<file path="config.mk">
export PLATFORM = sky130hd
export DESIGN_NAME = axilite_cmd_master_flat
export DESIGN_NICKNAME = d
export VERILOG_FILES = /design/src/rtl/axilite_cmd_master_if.sv /design/src/rtl/axilite_cmd_master.sv /design/src/flat_wrapper.sv
export SDC_FILE = /design/constraint.sdc
export NUM_CORES = 1
export LEC_CHECK = 0
export CAP_MARGIN = 20
export CORE_MARGIN = 4
export CORE_UTILIZATION = 35
export CTS_CLUSTER_DIAMETER = 60
export DETAILED_ROUTE_END_ITERATION = 8
export PLACE_DENSITY = 0.79
export SYNTH_ARGS = -nofsm -noshare
export SYNTH_HDL_FRONTEND = slang
export SYNTH_SLANG_ARGS = --single-unit
</file>
<file path="constraint.sdc">
create_clock -name s_axi_aclk -period 4.4 [get_ports s_axi_aclk]
set_input_delay 0.88 -clock s_axi_aclk [delete_from_list [all_inputs] [get_ports s_axi_aclk]]
set_output_delay 0.88 -clock s_axi_aclk [all_outputs]
set_load 0.02 [all_outputs]
</file>
<file path="src/rtl/axilite_cmd_master_if.sv">
// AXI-Lite bus between the command master and a memory slave.
interface axilite_cmd_master_if #(
    parameter int ADDR_WIDTH = 32,
    parameter int DATA_WIDTH = 32
);
    logic                      awvalid;
    logic                      awready;
    logic [ADDR_WIDTH-1:0]     awaddr;
    logic                      wvalid;
    logic                      wready;
    logic [DATA_WIDTH-1:0]     wdata;
    logic [DATA_WIDTH/8-1:0]   wstrb;
    logic                      bvalid;
    logic                      bready;
    logic [1:0]                bresp;
    logic                      arvalid;
    logic                      arready;
    logic [ADDR_WIDTH-1:0]     araddr;
    logic                      rvalid;
    logic                      rready;
    logic [DATA_WIDTH-1:0]     rdata;
    logic [1:0]                rresp;

    modport master (
        output awvalid, awaddr, wvalid, wdata, wstrb, bready, arvalid, araddr, rready,
        input  awready, wready, bvalid, bresp, arready, rvalid, rdata, rresp
    );

    modport slave (
        input  awvalid, awaddr, wvalid, wdata, wstrb, bready, arvalid, araddr, rready,
        output awready, wready, bvalid, bresp, arready, rvalid, rdata, rresp
    );
endinterface

</file>
<file path="src/rtl/axilite_cmd_master.sv">
// Single-outstanding command/response to AXI-Lite master bridge.
// Define AXIM_TIMEOUT_EN to enable the sticky per-state watchdog flag.
module axilite_cmd_master #(
    parameter int ADDR_WIDTH     = 32,
    parameter int DATA_WIDTH     = 32,
    parameter int TIMEOUT_CYCLES = 256
) (
    input  logic                    s_axi_aclk,
    input  logic                    s_axi_aresetn,
    input  logic                    cmd_valid,
    output logic                    cmd_ready,
    input  logic                    cmd_write,
    input  logic [ADDR_WIDTH-1:0]   cmd_addr,
    input  logic [DATA_WIDTH-1:0]   cmd_wdata,
    input  logic [DATA_WIDTH/8-1:0] cmd_wstrb,
    output logic                    rsp_valid,
    input  logic                    rsp_ready,
    output logic [DATA_WIDTH-1:0]   rsp_rdata,
    output logic [1:0]              rsp_resp,
    axilite_cmd_master_if.master    m_axi,
    output logic                    timeout
);
    localparam int STRB_W = DATA_WIDTH / 8;
    localparam int LSB    = $clog2(STRB_W);
    localparam int OFF_W  = (LSB == 0) ? 1 : LSB;

    typedef enum logic [2:0] {IDLE, WR, WRESP, RADDR, RDATA, RSP} state_t;

    state_t state;
    logic   aw_done, w_done;
    logic   cmd_acc, misaligned;
    logic   aw_hs, w_hs, b_hs, ar_hs, r_hs;

    always_comb begin
        cmd_acc    = (state == IDLE) && cmd_valid && cmd_ready;
        misaligned = (LSB != 0) && (cmd_addr[OFF_W-1:0] != '0);
        aw_hs      = m_axi.awvalid && m_axi.awready;
        w_hs       = m_axi.wvalid && m_axi.wready;
        b_hs       = m_axi.bvalid && m_axi.bready;
        ar_hs      = m_axi.arvalid && m_axi.arready;
        r_hs       = m_axi.rvalid && m_axi.rready;
    end

    // Bus payload is captured once at accept and then held, so it stays stable while valid.
    always_ff @(posedge s_axi_aclk) begin
        if (cmd_acc) begin
            m_axi.awaddr <= cmd_addr;
            m_axi.araddr <= cmd_addr;
            m_axi.wdata  <= cmd_wdata;
            m_axi.wstrb  <= cmd_wstrb;
        end
    end

    always_ff @(posedge s_axi_aclk) begin
        if (!s_axi_aresetn) begin
            state         <= IDLE;
            cmd_ready     <= 1'b0;
            m_axi.awvalid <= 1'b0;
            m_axi.wvalid  <= 1'b0;
            m_axi.bready  <= 1'b0;
            m_axi.arvalid <= 1'b0;
            m_axi.rready  <= 1'b0;
            rsp_valid     <= 1'b0;
            rsp_rdata     <= '0;
            rsp_resp      <= 2'b00;
            aw_done       <= 1'b0;
            w_done        <= 1'b0;
        end else begin
            case (state)
                IDLE: begin
                    if (cmd_acc) begin
                        cmd_ready <= 1'b0;
                        aw_done   <= 1'b0;
                        w_done    <= 1'b0;
                        if (misaligned) begin
                            rsp_resp  <= 2'b10;
                            rsp_rdata <= '0;
                            rsp_valid <= 1'b1;
                            state     <= RSP;
                        end else if (cmd_write) begin
                            m_axi.awvalid <= 1'b1;
                            m_axi.wvalid  <= 1'b1;
                            state         <= WR;
                        end else begin
                            m_axi.arvalid <= 1'b1;
                            state         <= RADDR;
                        end
                    end else begin
                        cmd_ready <= 1'b1;
                    end
                end
                WR: begin
                    // AW and W complete independently; B is only opened once both are done.
                    if (aw_hs) begin
                        m_axi.awvalid <= 1'b0;
                        aw_done       <= 1'b1;
                    end
                    if (w_hs) begin
                        m_axi.wvalid <= 1'b0;
                        w_done       <= 1'b1;
                    end
                    if ((aw_done || aw_hs) && (w_done || w_hs)) begin
                        m_axi.bready <= 1'b1;
                        state        <= WRESP;
                    end
                end
                WRESP: begin
                    if (b_hs) begin
                        m_axi.bready <= 1'b0;
                        rsp_resp     <= m_axi.bresp;
                        rsp_rdata    <= '0;
                        rsp_valid    <= 1'b1;
                        state        <= RSP;
                    end
                end
                RADDR: begin
                    if (ar_hs) begin
                        m_axi.arvalid <= 1'b0;
                        m_axi.rready  <= 1'b1;
                        state         <= RDATA;
                    end
                end
                RDATA: begin
                    if (r_hs) begin
                        m_axi.rready <= 1'b0;
                        rsp_rdata    <= m_axi.rdata;
                        rsp_resp     <= m_axi.rresp;
                        rsp_valid    <= 1'b1;
                        state        <= RSP;
                    end
                end
                RSP: begin
                    // cmd_ready rises together with the return to IDLE.
                    if (rsp_ready) begin
                        rsp_valid <= 1'b0;
                        rsp_rdata <= '0;
                        rsp_resp  <= 2'b00;
                        cmd_ready <= 1'b1;
                        state     <= IDLE;
                    end
                end
                default: state <= IDLE;
            endcase
        end
    end

`ifdef AXIM_TIMEOUT_EN
    localparam int              CNT_W  = $clog2(TIMEOUT_CYCLES + 1);
    localparam logic [CNT_W-1:0] TO_LIM = CNT_W'(TIMEOUT_CYCLES);

    logic [CNT_W-1:0] wd_cnt;
    logic             busy, leave;

    always_comb begin
        busy  = (state == WR) || (state == WRESP) || (state == RADDR) || (state == RDATA);
        leave = ((state == WR) && (aw_done || aw_hs) && (w_done || w_hs)) ||
                ((state == WRESP) && b_hs) ||
                ((state == RADDR) && ar_hs) ||
                ((state == RDATA) && r_hs);
    end

    // Counter holds the cycles completed in the current wait state; it saturates at the limit.
    always_ff @(posedge s_axi_aclk) begin
        if (!s_axi_aresetn) begin
            wd_cnt  <= '0;
            timeout <= 1'b0;
        end else begin
            if (cmd_acc)
                timeout <= 1'b0;
            if (!busy || leave) begin
                wd_cnt <= '0;
            end else if (wd_cnt != TO_LIM) begin
                wd_cnt <= wd_cnt + 1'b1;
                if (wd_cnt + 1'b1 == TO_LIM)
                    timeout <= 1'b1;
            end
        end
    end
`else
    assign timeout = 1'b0;
`endif

endmodule

</file>
<file path="src/flat_wrapper.sv">
// flat-port wrapper written by rule: the top's interface ports become plain ports
module axilite_cmd_master_flat 
#(
    parameter int ADDR_WIDTH     = 32,
    parameter int DATA_WIDTH     = 32,
    parameter int TIMEOUT_CYCLES = 256
)
  (s_axi_aclk, s_axi_aresetn, cmd_valid, cmd_ready, cmd_write, cmd_addr, cmd_wdata, cmd_wstrb, rsp_valid, rsp_ready, rsp_rdata, rsp_resp, timeout, m_axi_awvalid, m_axi_awaddr, m_axi_wvalid, m_axi_wdata, m_axi_wstrb, m_axi_bready, m_axi_arvalid, m_axi_araddr, m_axi_rready, m_axi_awready, m_axi_wready, m_axi_bvalid, m_axi_bresp, m_axi_arready, m_axi_rvalid, m_axi_rdata, m_axi_rresp);
  axilite_cmd_master_if #(.ADDR_WIDTH(ADDR_WIDTH), .DATA_WIDTH(DATA_WIDTH)) m_axi_i ();
  input  logic s_axi_aclk;
  input  logic s_axi_aresetn;
  input  logic cmd_valid;
  output logic cmd_ready;
  input  logic cmd_write;
  input  logic [ADDR_WIDTH-1:0] cmd_addr;
  input  logic [DATA_WIDTH-1:0] cmd_wdata;
  input  logic [DATA_WIDTH/8-1:0] cmd_wstrb;
  output logic rsp_valid;
  input  logic rsp_ready;
  output logic [DATA_WIDTH-1:0] rsp_rdata;
  output logic [1:0] rsp_resp;
  output logic timeout;
  output wire logic [$bits(m_axi_i.awvalid)-1:0] m_axi_awvalid;
  output wire logic [$bits(m_axi_i.awaddr)-1:0] m_axi_awaddr;
  output wire logic [$bits(m_axi_i.wvalid)-1:0] m_axi_wvalid;
  output wire logic [$bits(m_axi_i.wdata)-1:0] m_axi_wdata;
  output wire logic [$bits(m_axi_i.wstrb)-1:0] m_axi_wstrb;
  output wire logic [$bits(m_axi_i.bready)-1:0] m_axi_bready;
  output wire logic [$bits(m_axi_i.arvalid)-1:0] m_axi_arvalid;
  output wire logic [$bits(m_axi_i.araddr)-1:0] m_axi_araddr;
  output wire logic [$bits(m_axi_i.rready)-1:0] m_axi_rready;
  input wire logic [$bits(m_axi_i.awready)-1:0] m_axi_awready;
  input wire logic [$bits(m_axi_i.wready)-1:0] m_axi_wready;
  input wire logic [$bits(m_axi_i.bvalid)-1:0] m_axi_bvalid;
  input wire logic [$bits(m_axi_i.bresp)-1:0] m_axi_bresp;
  input wire logic [$bits(m_axi_i.arready)-1:0] m_axi_arready;
  input wire logic [$bits(m_axi_i.rvalid)-1:0] m_axi_rvalid;
  input wire logic [$bits(m_axi_i.rdata)-1:0] m_axi_rdata;
  input wire logic [$bits(m_axi_i.rresp)-1:0] m_axi_rresp;
  assign m_axi_awvalid = m_axi_i.awvalid;
  assign m_axi_awaddr = m_axi_i.awaddr;
  assign m_axi_wvalid = m_axi_i.wvalid;
  assign m_axi_wdata = m_axi_i.wdata;
  assign m_axi_wstrb = m_axi_i.wstrb;
  assign m_axi_bready = m_axi_i.bready;
  assign m_axi_arvalid = m_axi_i.arvalid;
  assign m_axi_araddr = m_axi_i.araddr;
  assign m_axi_rready = m_axi_i.rready;
  assign m_axi_i.awready = m_axi_awready;
  assign m_axi_i.wready = m_axi_wready;
  assign m_axi_i.bvalid = m_axi_bvalid;
  assign m_axi_i.bresp = m_axi_bresp;
  assign m_axi_i.arready = m_axi_arready;
  assign m_axi_i.rvalid = m_axi_rvalid;
  assign m_axi_i.rdata = m_axi_rdata;
  assign m_axi_i.rresp = m_axi_rresp;
  axilite_cmd_master #(.ADDR_WIDTH(ADDR_WIDTH), .DATA_WIDTH(DATA_WIDTH), .TIMEOUT_CYCLES(TIMEOUT_CYCLES)) u_core (.s_axi_aclk(s_axi_aclk), .s_axi_aresetn(s_axi_aresetn), .cmd_valid(cmd_valid), .cmd_ready(cmd_ready), .cmd_write(cmd_write), .cmd_addr(cmd_addr), .cmd_wdata(cmd_wdata), .cmd_wstrb(cmd_wstrb), .rsp_valid(rsp_valid), .rsp_ready(rsp_ready), .rsp_rdata(rsp_rdata), .rsp_resp(rsp_resp), .m_axi(m_axi_i), .timeout(timeout));
endmodule
</file>
* Word-level counts from Yosys, hierarchy flattened *
Cells that the tools add are included.
W data, S select, Z words.

cells by class
  equal/unequal tests = 17
  multiplexer cells = 53
  reductions and logical operators = 28

operators by type and width
  kind                  count
  $mux W32              5
  $pmux W32 S4          1
  $mux W1               23
  $mux W3               7
  $pmux W3 S6           1
  $ne A2 B1 Y1 const B  8
  $pmux W1 S2           8
  $reduce_and A5 Y1     3
  $mux W2               6
  $reduce_and A3 Y1     4
  $reduce_and A6 Y1     2
  $reduce_bool A2 Y1    6
  $logic_and A1 B1 Y1   8
  $ne A2 B2 Y1 const B  4
  $pmux W2 S4           1
  $eq A3 B2 Y1 const B  2
  $eq A3 B3 Y1 const B  2
  $pmux W1 S4           1
  $reduce_bool A4 Y1    1
  $eq A3 B1 Y1 const B  1
  $logic_not A3 Y1      1
  $logic_or A1 B1 Y1    2
  $reduce_and A2 Y1     1

storage, ports and cells
  register bits after elaboration = 114
  bits of input ports = 114
  output and inout port bits = 142

* Longest topological paths before layout *
Gate-level depths: netlist of run 1.

  word-level depth = 5
  gate-level depth with buffers = 8

* Worst setup path before layout of run 1 *
OpenSTA, ideal clock, no wires.

  path kind = in2reg
  start point = input cmd_valid
  end point = register u_core.m_axi.araddr[0], enable pin
  data arrival time = 2.738 ns
  required time = 3.978 ns
  setup slack = 1.240 ns
  stages = 3
  path buffers = 0
  path through = nand2_1 -> or4_1 -> inv_1

between the ends
  word-level cells in the longest chain between the ends = 2

RTL lines
  element                           line                         RTL
  start: declaration                flat_wrapper.sv:12           input logic cmd_valid;
  $logic_and A1 B1 Y1 (2 in a row)  axilite_cmd_master.sv:35     cmd_acc = (state == IDLE) && cmd_valid && cmd_ready;
  via u_core.cmd_acc                axilite_cmd_master.sv:31     logic cmd_acc, misaligned;
  end signal: assignment            axilite_cmd_master.sv:48     m_axi.araddr <= cmd_addr;
  end: declaration                  axilite_cmd_master_if.sv:25  output awvalid, awaddr, wvalid, wdata, wstrb, bready, arvalid, araddr, rready,

The timed path passes the listed nets, and every way through them passes these cells.
A chain may end at the register's enable or synchronous reset.

* Final worst setup path of run 1 *
  start point = input cmd_addr[1]
  end point = register u_core.rsp_rdata[17]

between the ends
  word-level cells in the longest chain between the ends = 3

RTL lines
  element                      line                       RTL
  start: declaration           flat_wrapper.sv:15         input logic [ADDR_WIDTH-1:0] cmd_addr;
  $reduce_bool A2 Y1           axilite_cmd_master.sv:36   misaligned = (LSB != 0) && (cmd_addr[OFF_W-1:0] != '0);
  $ne A2 B1 Y1 (no line)       -
  $reduce_and A6 Y1 (no line)  -
  end signal: assignment       axilite_cmd_master.sv:126  rsp_rdata <= m_axi.rdata;
  end: declaration             axilite_cmd_master.sv:18   output logic [DATA_WIDTH-1:0] rsp_rdata,

No other way between the ends.

==> impl_metrics.csv, run 1 <==
group,metric,value,unit
power_and_ir_drop,irDropWorstVdd,240,uV
sta,period_share,61.6,%
power_and_ir_drop,p_leak,2.50,nW
power_and_ir_drop,p_int,2.68,mW
placement,place_congestion,0.781,
final_layout,syn2layout_area_growth,70.9,%
hold_path,hold_depth,2,
cts,cts_made_buffers,17,
die,core_region_area,12000,um^2
die,dieArea,14000,um^2
power_and_ir_drop,power.density,534,nW/um^2
routing,postRouteAntennaNets,0,
global_route,overflow,0,
final_layout,num-nets-final,684,
synthesis,syn_area,4260,um^2
hold_path,worst_hold_path_type,"reg -> reg",
critical_path,cp-end-kind,"flop",
power_and_ir_drop,p_sw,1.21,mW
critical_path,r2r_slack,2.00,ns
sta,tightest_slew,1.06,ns
synthesis,postSynthAreaPerCell,12.3,um^2
critical_path,required,4.72,ns
power_and_ir_drop,pwr-share-clk,35.9,%
power_and_ir_drop,seqPwrFrac,36.5,%
placement,dp_hpwl,9750,um
run_status,status,"finished clean",
critical_path,regToRegStartpoint,"u_core.state[0]$_SDFFE_PN0P_",
global_route,antenna_found_initial,0,
sta,setup_viol,0,
final_layout,drive_gt1_share,7.20,%
die,die_y,118,um
job,max_cap_viol_count,0,
power_and_ir_drop,p_sw_share,31.0,%
global_route,grtUsageTotal,18.1,%
power_and_ir_drop,pwr-share-comb,27.7,%
synthesis,ys_warn_count,0,
synthesis,netlist_instances,347,
global_route,grt_max_degree,53,
synthesis,ys_types,38,
critical_path,critPathKind,"in -> reg",
synthesis,synthArstFlopShare,0,%
sta,fin_crit,2.71,ns
synthesis,yosysSeqAreaShare,69.6,%
die,die_w,118,um
sta,maxSlewViolCount,0,
cts,post_cts_buffers,0,
hold_path,hold_end,"u_core.rsp_valid$_SDFFE_PN0P_",
sta,hold_viol,0,
cts,clockRootBuffer,"clkbuf_16",
cts,cts.repair.resized,0,
sta,fmax,369,MHz
routing,firstDrtPassIters,5,
placement,io_buffers,254,
critical_path,critPathMaxFanout,36,
routing,vias,3465,
routing,wire_per_inst,17.6,um
cts,cts.path.max_buffers,2,
cts,numClockSinks,114,
cts,clkLatencyLatePin,0.40,ns
synthesis,synth_ff_type,"edfxtp_1",
routing,drt_iter0_drc,188,
global_route,first_global_vias,3527,
die,initial_utilization,35.6,%
global_route,grt_pass1_wl,19700,um
critical_path,r2r-end,"u_core.rsp_rdata[15]$_SDFFE_PN0P_",
sta,finClkSkew,0.00602,ns
routing,drc,0,
die,rows,40,
routing,totalWireLength,12800,um
final_layout,nFillCells,949,
critical_path,cp-start-kind,"input port",
sta,rsz0062_at_grt,"no",
final_layout,final_core_util,60.8,%
critical_path,ff2ff_path_depth,6,
cts,cts_htree_levels,4,
critical_path,crit_arrival,3.03,ns
cts,clkTransAtPathRegs,0.06,ns
cts,cts_tree,"yes",
sta,fin_tns_setup,0,ns
routing,viasPerCell,4.75,
sta,slew-limit-headroom,29.6,%
cts,ctsHoldBuffers,0,
synthesis,ys_ff_latch,114,
final_layout,antennaDiodeCount,0,
hold_path,min_from,"u_core.rsp_valid$_SDFFE_PN0P_",
synthesis,synth-edff-count,68,
die,num_io_pins,256,
synthesis,synthesis.nets,461,
-- registers in the layout (all words and copies together) (netlist names), 2 cells and up --
register	flops
u_core.m_axi.araddr	32
u_core.m_axi.wdata	32
u_core.m_axi.wstrb	4
u_core.rsp_rdata	32
u_core.rsp_resp	2
u_core.state	3
-- kinds of logic after synthesis --
family                 count (synthesis)  synth area share, %
buffers and inverters                 58                 9.00
AOI/OAI and AO/OA                     62                 8.53
DFF                                  114                 69.6
muxes                                  2                0.470
other                                  1               0.0881
and+or+nand+nor                      110                 12.3
-- power groups by stage --
stage | registers (mW) | logic [mW] | clock network [mW]
floorplan | 1.58 | 0.470 | 0
global placement | 1.43 | 1.06 | 0
detailed placement | 1.44 | 1.08 | 0
CTS | 1.42 | 1.08 | 1.42
global route | 1.44 | 1.14 | 1.47
finish | 1.42 | 1.08 | 1.39
-- synth_stat cells (all sizes together) (2+ instances only) --
master | number | area share, %
and2 | 3 | 0.44
a21oi | 5 | 0.59
nand4 | 2 | 0.29
o21ai | 44 | 5.2
or2 | 2 | 0.29
nor3 | 2 | 0.24
mux2i | 2 | 0.47
edfxtp | 68 | 48
nand3 | 38 | 4.5
a32oi | 3 | 0.79
inv | 4 | 0.35
a31oi | 2 | 0.29
buf | 44 | 7.8
nor2b | 3 | 0.50
nand3b | 4 | 0.71
clkbuf | 10 | 0.88
nand2 | 48 | 4.3
nor2 | 3 | 0.26
dfxtp | 46 | 22
a21boi | 3 | 0.53
-- critical path: stages --
cell and delay (ns):
clkdlybuf4s50_1 0.44, nor2_1 0.22, a21oi_1 0.14, o2111ai_4 0.70, buf_4 0.42, nand3_1 0.11
o21ai_0 0.10
-- how the worst max path moves through the flow --
stage | startpoint | endpoint | slack (ns) | cells past startpoint
after floorplan | cmd_valid | u_core.m_axi.araddr[0]$_DFFE_PP_ | 1.24 | 3
after detailed placement | cmd_addr[1] | u_core.rsp_rdata[23]$_SDFFE_PN0P_ | 1.26 | 7
final | cmd_addr[1] | u_core.rsp_rdata[17]$_SDFFE_PN0P_ | 1.69 | 7
after global routing | cmd_addr[1] | u_core.rsp_rdata[17]$_SDFFE_PN0P_ | 1.45 | 7
after global placement | cmd_addr[1] | u_core.rsp_rdata[16]$_SDFFE_PN0P_ | 1.34 | 7
after CTS | cmd_addr[1] | u_core.rsp_rdata[23]$_SDFFE_PN0P_ | 1.68 | 7
-- through the flow --
stage          instance area (um^2)  instances  hold WS (ns)  worst slack (ns)  power [mW]
4_1_cts                        7270        730         0.449              1.68        3.92
5_1_grt                        7270        730         0.463              1.45        4.05
2_1_floorplan                  4260        347         0.443              1.24        2.05
3_5_place_dp                   6670        698         0.441              1.26        2.52
6_report                       7270        730         0.446              1.69        3.89
3_3_place_gp                   6670        698         0.441              1.34        2.49
-- layer usage --
layer	vias to the layer above	global-route usage [%]	part of all wire [%]
li1	1649	-	-
met1	1622	20.5	38
met2	166	30.9	51
met3	28	6.75	7.9
met4	0	6.96	3.1
met5	-	0	0
-- area by class of cell --
| cell class | instances | area [um^2] | share of cell area, % |
|---|---|---|---|
| clock buffer | 17 | 425 | 5.85 |
| clock inverter | 15 | 181 | 2.49 |
| inverter | 4 | 15.0 | 0.206 |
| multi-input combinational | 175 | 921 | 12.7 |
| sequential | 114 | 2960 | 40.7 |
| tap | 147 | 184 | 2.53 |
| timing repair buffer | 258 | 2580 | 35.5 |
-- placed cells by master, fill, tap and decap left out, types with 2 or more instances in the layout --
master           Yosys  layout
a32oi_1              2       2
nand2_1             47      47
clkdlybuf4s50_1      0     254
nand3b_1             4       4
clkinv_4             0       3
a21boi_0             3       3
inv_6                0       3
a21oi_1              5       5
clkbuf_16            0      17
inv_1                4       3
edfxtp_1            68      68
a31oi_1              2       2
nand3_1             38      38
bufinv_16            0       3
nand4_1              2       2
nor2b_1              2       2
buf_4               35       3
o21ai_0             30      30
nor3_1               2       2
o21ai_1             14      14
mux2i_1              2       2
clkinvlp_4           0       4
dfxtp_1             46      46
nor2_1               3       3
and2_1               3       3
or2_2                2       2
Note: power is estimated with default switching activity, not from simulation.
==> run 2: changes to the inputs <==
clock period = 2.73 ns   (was 4.4 ns; I/O delays follow)
==> impl_metrics.csv, run 2 (synthesis gave the netlist of run 1 again) <==
group,metric,value,unit
final_layout,layout_commonest_cell,"clkdlybuf4s50_1",
sta,period_share,75.2,%
global_route,globalRouteMet2Util,33.0,%
routing,firstDrtPassIters,4,
critical_path,slowest_stage,"dfxtp_1",
cts,numClockSinks,114,
final_layout,final_cell_mix,"clkdlybuf4s50_1 (253), edfxtp_1 (68), nand2_1 (47)",
die,die_w,118,um
cts,cts_htree_levels,4,
placement,place_congestion,0.798,
power_and_ir_drop,p_sw_share,30.9,%
sta,maxSlewViolCount,0,
global_route,first_global_vias,3533,
placement,placed_area,6680,um^2
power_and_ir_drop,p_sw,1.86,mW
die,dieArea,14000,um^2
global_route,grt_max_degree,69,
critical_path,max_stage_delay,0.74,ns
sta,hold_viol,0,
cts,cts.path.max_buffers,2,
final_layout,register_area,2960,um^2
global_route,grt_use_met1,19.2,%
final_layout,num-nets-final,684,
sta,rsz0062_at_grt,"no",
power_and_ir_drop,finalPower,6.02,mW
routing,drc,0,
final_layout,final_cell_area,7210,um^2
sta,slew-limit-headroom,55.9,%
global_route,antenna_found_initial,0,
die,initial_utilization,35.6,%
global_route,grt.met3_usage,7.18,%
die,core_region_area,12000,um^2
global_route,grt_pass1_wl,19700,um
final_layout,multiInputGateArea,921,um^2
final_layout,syn2layout_area_growth,69.3,%
power_and_ir_drop,pwr-share-clk,32.7,%
die,rows,40,
critical_path,cp-start-kind,"flop",
routing,totalWireLength,13000,um
power_and_ir_drop,p_leak,2.47,nW
critical_path,critPathKind,"reg -> reg",
cts,clkTransAtPathRegs,0.05,ns
cts,ctsHoldBuffers,0,
final_layout,nFillCells,926,
critical_path,critPathMaxFanout,59,
global_route,top_usage_layer,"met2",
critical_path,path_buf_inv,1,
cts,clkLatencyLatePin,0.40,ns
routing,drt_iter0_drc,287,
cts,clockRootBuffer,"clkbuf_16",
power_and_ir_drop,irDropWorstVdd,364,uV
cts,cts.repair.resized,0,
cts,post_cts_buffers,0,
placement,dp_hpwl,9770,um
critical_path,required,2.99,ns
run_status,status,"finished clean",
routing,vias,3456,
sta,fmax,487,MHz
final_layout,drive_gt1_share,6.00,%
cts,cts_tree,"yes",
critical_path,crit_family,"flip-flops",
die,num_io_pins,256,
sta,fin_tns_setup,0,ns
placement,io_buffers,254,
die,die_y,118,um
critical_path,cp-end-kind,"flop",
final_layout,final_core_util,60.2,%
power_and_ir_drop,power.density,836,nW/um^2
final_layout,antennaDiodeCount,0,
job,max_cap_viol_count,0,
routing,wire_per_inst,17.7,um
critical_path,crit_arrival,2.31,ns
sta,tightest_slew,0.660,ns
final_layout,top_regs,"u_core.m_axi.araddr (32), u_core.m_axi.wdata (32), u_core.rsp_rdata (32)",
hold_path,worst_hold_path_type,"reg -> reg",
routing,viasPerCell,4.73,
global_route,grtUsageTotal,18.3,%
power_and_ir_drop,p_int,4.16,mW
sta,setup_viol,0,
sta,fin_crit,2.05,ns
routing,postRouteAntennaNets,0,
sta,finClkSkew,0.0106,ns
power_and_ir_drop,pwr-share-comb,29.3,%
cts,cts_made_buffers,17,
power_and_ir_drop,seqPwrFrac,38.0,%
global_route,overflow,0,
critical_path,crit_chain,"nand2_2 -> a32oi_2 -> o2111ai_4 -> buf_12 -> nand3_1 -> o21ai_0",
==> run 2: cell type report <==
type | count | area share (%)
multi-input cells | 175 | 12.8
clock inverters | 9 | 0.955
clock buffers | 23 | 6.36
inverters | 4 | 0.260
repair buffers | 258 | 36.0
flip-flops and latches | 114 | 41.1
well taps | 147 | 2.55
==> run 2: tightest hold or removal path, delay by kind of cell (launching register included) <==
family | cells | cell delay [ns]
DFF | 1 | 0.31
AOI/OAI and AO/OA | 1 | 0.05
and+or+nand+nor | 1 | 0.06
==> run 2: through the flow <==
step,worst slack [ns],hold slack (ns),std cells
after detailed placement,0.303,0.453,698
after global routing,0.518,0.485,730
after CTS,0.692,0.462,730
after floorplan,0.514,0.443,347
after global placement,0.334,0.442,698
final,0.676,0.457,730
==> run 2: per-layer routing <==
metal | up-vias | part of all wire, %
li1 | 1649 | -
met1 | 1629 | 36
met2 | 159 | 53
met3 | 19 | 8.0
met4 | 0 | 2.1
met5 | - | 0
==> run 2: power by group through the flow <==
stage	logic [mW]	clock network (mW)	registers, mW
floorplan	0.761	0	2.54
global placement	1.76	0	2.30
detailed placement	1.78	0	2.32
CTS	1.79	2.01	2.29
global route	1.88	2.10	2.32
finish	1.76	1.97	2.29
==> run 2: path summary, 6_finish.rpt <==
path	startpoint	depth (start not counted)	slack, ns	to
min reg2reg	u_core.rsp_rdata[14]$_SDFFE_PN0P_	2	0.46	u_core.rsp_rdata[14]$_SDFFE_PN0P_
max reg2reg	u_core.state[0]$_SDFFE_PN0P_	6	0.68	u_core.rsp_rdata[19]$_SDFFE_PN0P_
min	u_core.rsp_rdata[14]$_SDFFE_PN0P_	2	0.46	u_core.rsp_rdata[14]$_SDFFE_PN0P_
max	u_core.state[0]$_SDFFE_PN0P_	6	0.68	u_core.rsp_rdata[19]$_SDFFE_PN0P_
==> run 3: changes to the inputs <==
clock period = 2 ns   (was 2.73 ns; I/O delays follow)
==> impl_metrics.csv, run 3 (synthesis gave the netlist of run 1 again) <==
group,metric,value,unit
sta,maxSlewViolCount,0,
final_layout,drive_gt1_share,9.29,%
sta,hold_viol,0,
final_layout,num-nets-final,693,
die,dieArea,14000,um^2
placement,placed_area,6790,um^2
sta,period_share,94.9,%
die,die_w,118,um
routing,drt_iter0_drc,233,
routing,viasPerCell,4.76,
critical_path,cp-start-kind,"input port",
sta,fmax,527,MHz
hold_path,worst_hold_path_type,"reg -> reg",
global_route,grt_max_degree,70,
cts,clkTransAtPathRegs,0.05,ns
sta,rsz0062_at_grt,"no",
power_and_ir_drop,power.density,1190,nW/um^2
critical_path,regToRegStartpoint,"u_core.state[0]$_SDFFE_PN0P_",
critical_path,required,2.10,ns
final_layout,final_cell_area,7420,um^2
die,initial_utilization,35.6,%
final_layout,syn2layout_area_growth,74.3,%
placement,place_congestion,0.806,
critical_path,cp-end-kind,"flop",
final_layout,layout_commonest_cell,"clkdlybuf4s50_1",
routing,wire_per_inst,17.8,um
power_and_ir_drop,p_leak,2.57,nW
critical_path,endpoint,"u_core.m_axi.araddr[4]$_DFFE_PP_",
global_route,grt_pass1_wl,19700,um
global_route,first_global_vias,3478,
critical_path,r2r_slack,0.19,ns
critical_path,r2r-end,"u_core.rsp_rdata[20]$_SDFFE_PN0P_",
final_layout,final_core_util,62.0,%
power_and_ir_drop,pwr-share-clk,34.9,%
power_and_ir_drop,p_sw_share,31.0,%
power_and_ir_drop,irDropWorstVdd,793,uV
power_and_ir_drop,pwr-share-comb,29.7,%
cts,post_cts_buffers,0,
critical_path,worstSetupStartpoint,"cmd_valid",
global_route,antenna_found_initial,0,
critical_path,slowest_stage,"or4_4",
critical_path,crit_family,"buffers and inverters",
critical_path,max_stage_delay,0.55,ns
sta,setup_viol,0,
routing,postRouteAntennaNets,0,
placement,io_buffers,254,
final_layout,antennaDiodeCount,0,
sta,fin_crit,1.90,ns
sta,fin_tns_setup,0,ns
cts,cts_tree,"yes",
critical_path,crit_chain,"clkdlybuf4s50_1 -> nand2_4 -> or4_4 -> clkinvlp_4 -> buf_12",
die,rows,40,
die,core_region_area,12000,um^2
die,die_y,118,um
placement,dp_hpwl,9650,um
critical_path,critPathMaxFanout,27,
critical_path,crit_arrival,2.00,ns
sta,finClkSkew,0.00646,ns
critical_path,critPathKind,"in -> reg",
cts,cts_made_buffers,17,
global_route,overflow,0,
die,num_io_pins,256,
power_and_ir_drop,p_int,6.08,mW
cts,clockRootBuffer,"clkbuf_16",
cts,clkLatencyLatePin,0.40,ns
global_route,grtUsageTotal,18.2,%
run_status,status,"finished clean",
critical_path,cp_num_cells,5,
job,max_cap_viol_count,0,
critical_path,ff2ff_path_depth,7,
routing,drc,0,
routing,firstDrtPassIters,4,
power_and_ir_drop,seqPwrFrac,35.4,%
cts,cts_htree_levels,4,
routing,totalWireLength,13100,um
critical_path,path_buf_inv,3,
power_and_ir_drop,p_sw,2.73,mW
cts,cts.path.max_buffers,2,
routing,vias,3518,
final_layout,final_cell_mix,"clkdlybuf4s50_1 (254), edfxtp_1 (68), nand2_1 (46)",
cts,numClockSinks,114,
final_layout,top_regs,"u_core.m_axi.araddr (32), u_core.m_axi.wdata (32), u_core.rsp_rdata (32)",
run 3: cell count changes in the layout (fill, tap and decap cells not counted), sizes merged:
cell,delta
clkinvlp,+3
clkdlybuf4s50,+1
bufinv,+2
clkinv,-3
buf,+7
clkbuf,-4
inv,+3
run 3: routing by layer:
metal / GRT usage (%) / up-vias / wire, um
li1: - / 1669 / -
met1: 20.4 / 1651 / 4950
met2: 31.8 / 187 / 6840
met3: 7.42 / 11 / 1220
met4: 5.13 / 0 / 138
met5: 0 / - / 0
run 3: layout make-up:
| type | instances | area, um^2 |
|---|---|---|
| tap | 147 | 184 |
| fill | 909 | 4540 |
| inverter | 4 | 18.8 |
| clock buffer | 18 | 429 |
| timing repair buffer | 267 | 2710 |
| clock inverter | 14 | 179 |
| sequential | 114 | 2970 |
| multi-input combinational | 175 | 932 |
run 3: stage by stage:
| step | worst slack, ns | instances | hold slack (ns) | power [mW] |
|---|---|---|---|---|
| 2_1_floorplan | -0.0982 | 347 | 0.443 | 4.55 |
| 3_3_place_gp | -0.266 | 706 | 0.436 | 5.63 |
| 3_5_place_dp | -0.302 | 706 | 0.451 | 5.68 |
| 4_1_cts | 0.125 | 738 | 0.460 | 8.79 |
| 5_1_grt | 0.0367 | 739 | 0.476 | 9.19 |
| 6_report | 0.101 | 739 | 0.456 | 8.81 |
run 3: worst min path at each step:
stage | cells past startpoint | to | from | slack [ns]
after detailed placement | 2 | u_core.rsp_rdata[14]$_SDFFE_PN0P_ | u_core.rsp_rdata[14]$_SDFFE_PN0P_ | 0.45
final | 2 | u_core.rsp_rdata[14]$_SDFFE_PN0P_ | u_core.rsp_rdata[14]$_SDFFE_PN0P_ | 0.46
after floorplan | 2 | u_core.w_done$_SDFFE_PN0P_ | u_core.w_done$_SDFFE_PN0P_ | 0.44
after CTS | 2 | u_core.rsp_rdata[14]$_SDFFE_PN0P_ | u_core.rsp_rdata[14]$_SDFFE_PN0P_ | 0.46
after global routing | 2 | u_core.rsp_valid$_SDFFE_PN0P_ | u_core.rsp_valid$_SDFFE_PN0P_ | 0.48
after global placement | 2 | u_core.rsp_valid$_SDFFE_PN0P_ | u_core.rsp_valid$_SDFFE_PN0P_ | 0.44
run 3: worst register-to-register path: stages, from the launching register on:
cell,delay (ns)
dfxtp_1,0.60
buf_4,0.25
nor3_1,0.07
nand2_1,0.16
o2111ai_4,0.18
buf_12,0.22
nand3_1,0.11
o21ai_0,0.10
run 3: power groups by stage:
stage | combinational [mW] | clock (mW) | sequential (mW)
finish | 2.62 | 3.07 | 3.12
global route | 2.77 | 3.26 | 3.16
CTS | 2.53 | 3.14 | 3.12
detailed placement | 2.52 | 0 | 3.16
global placement | 2.48 | 0 | 3.15
floorplan | 1.07 | 0 | 3.48
run 3: timing repair:
action / 4_1_cts / 5_1_grt
gates resized for setup: 0 / 0
hold buffers: 0 / 0
endpoints found under the setup margin: 0 / 2
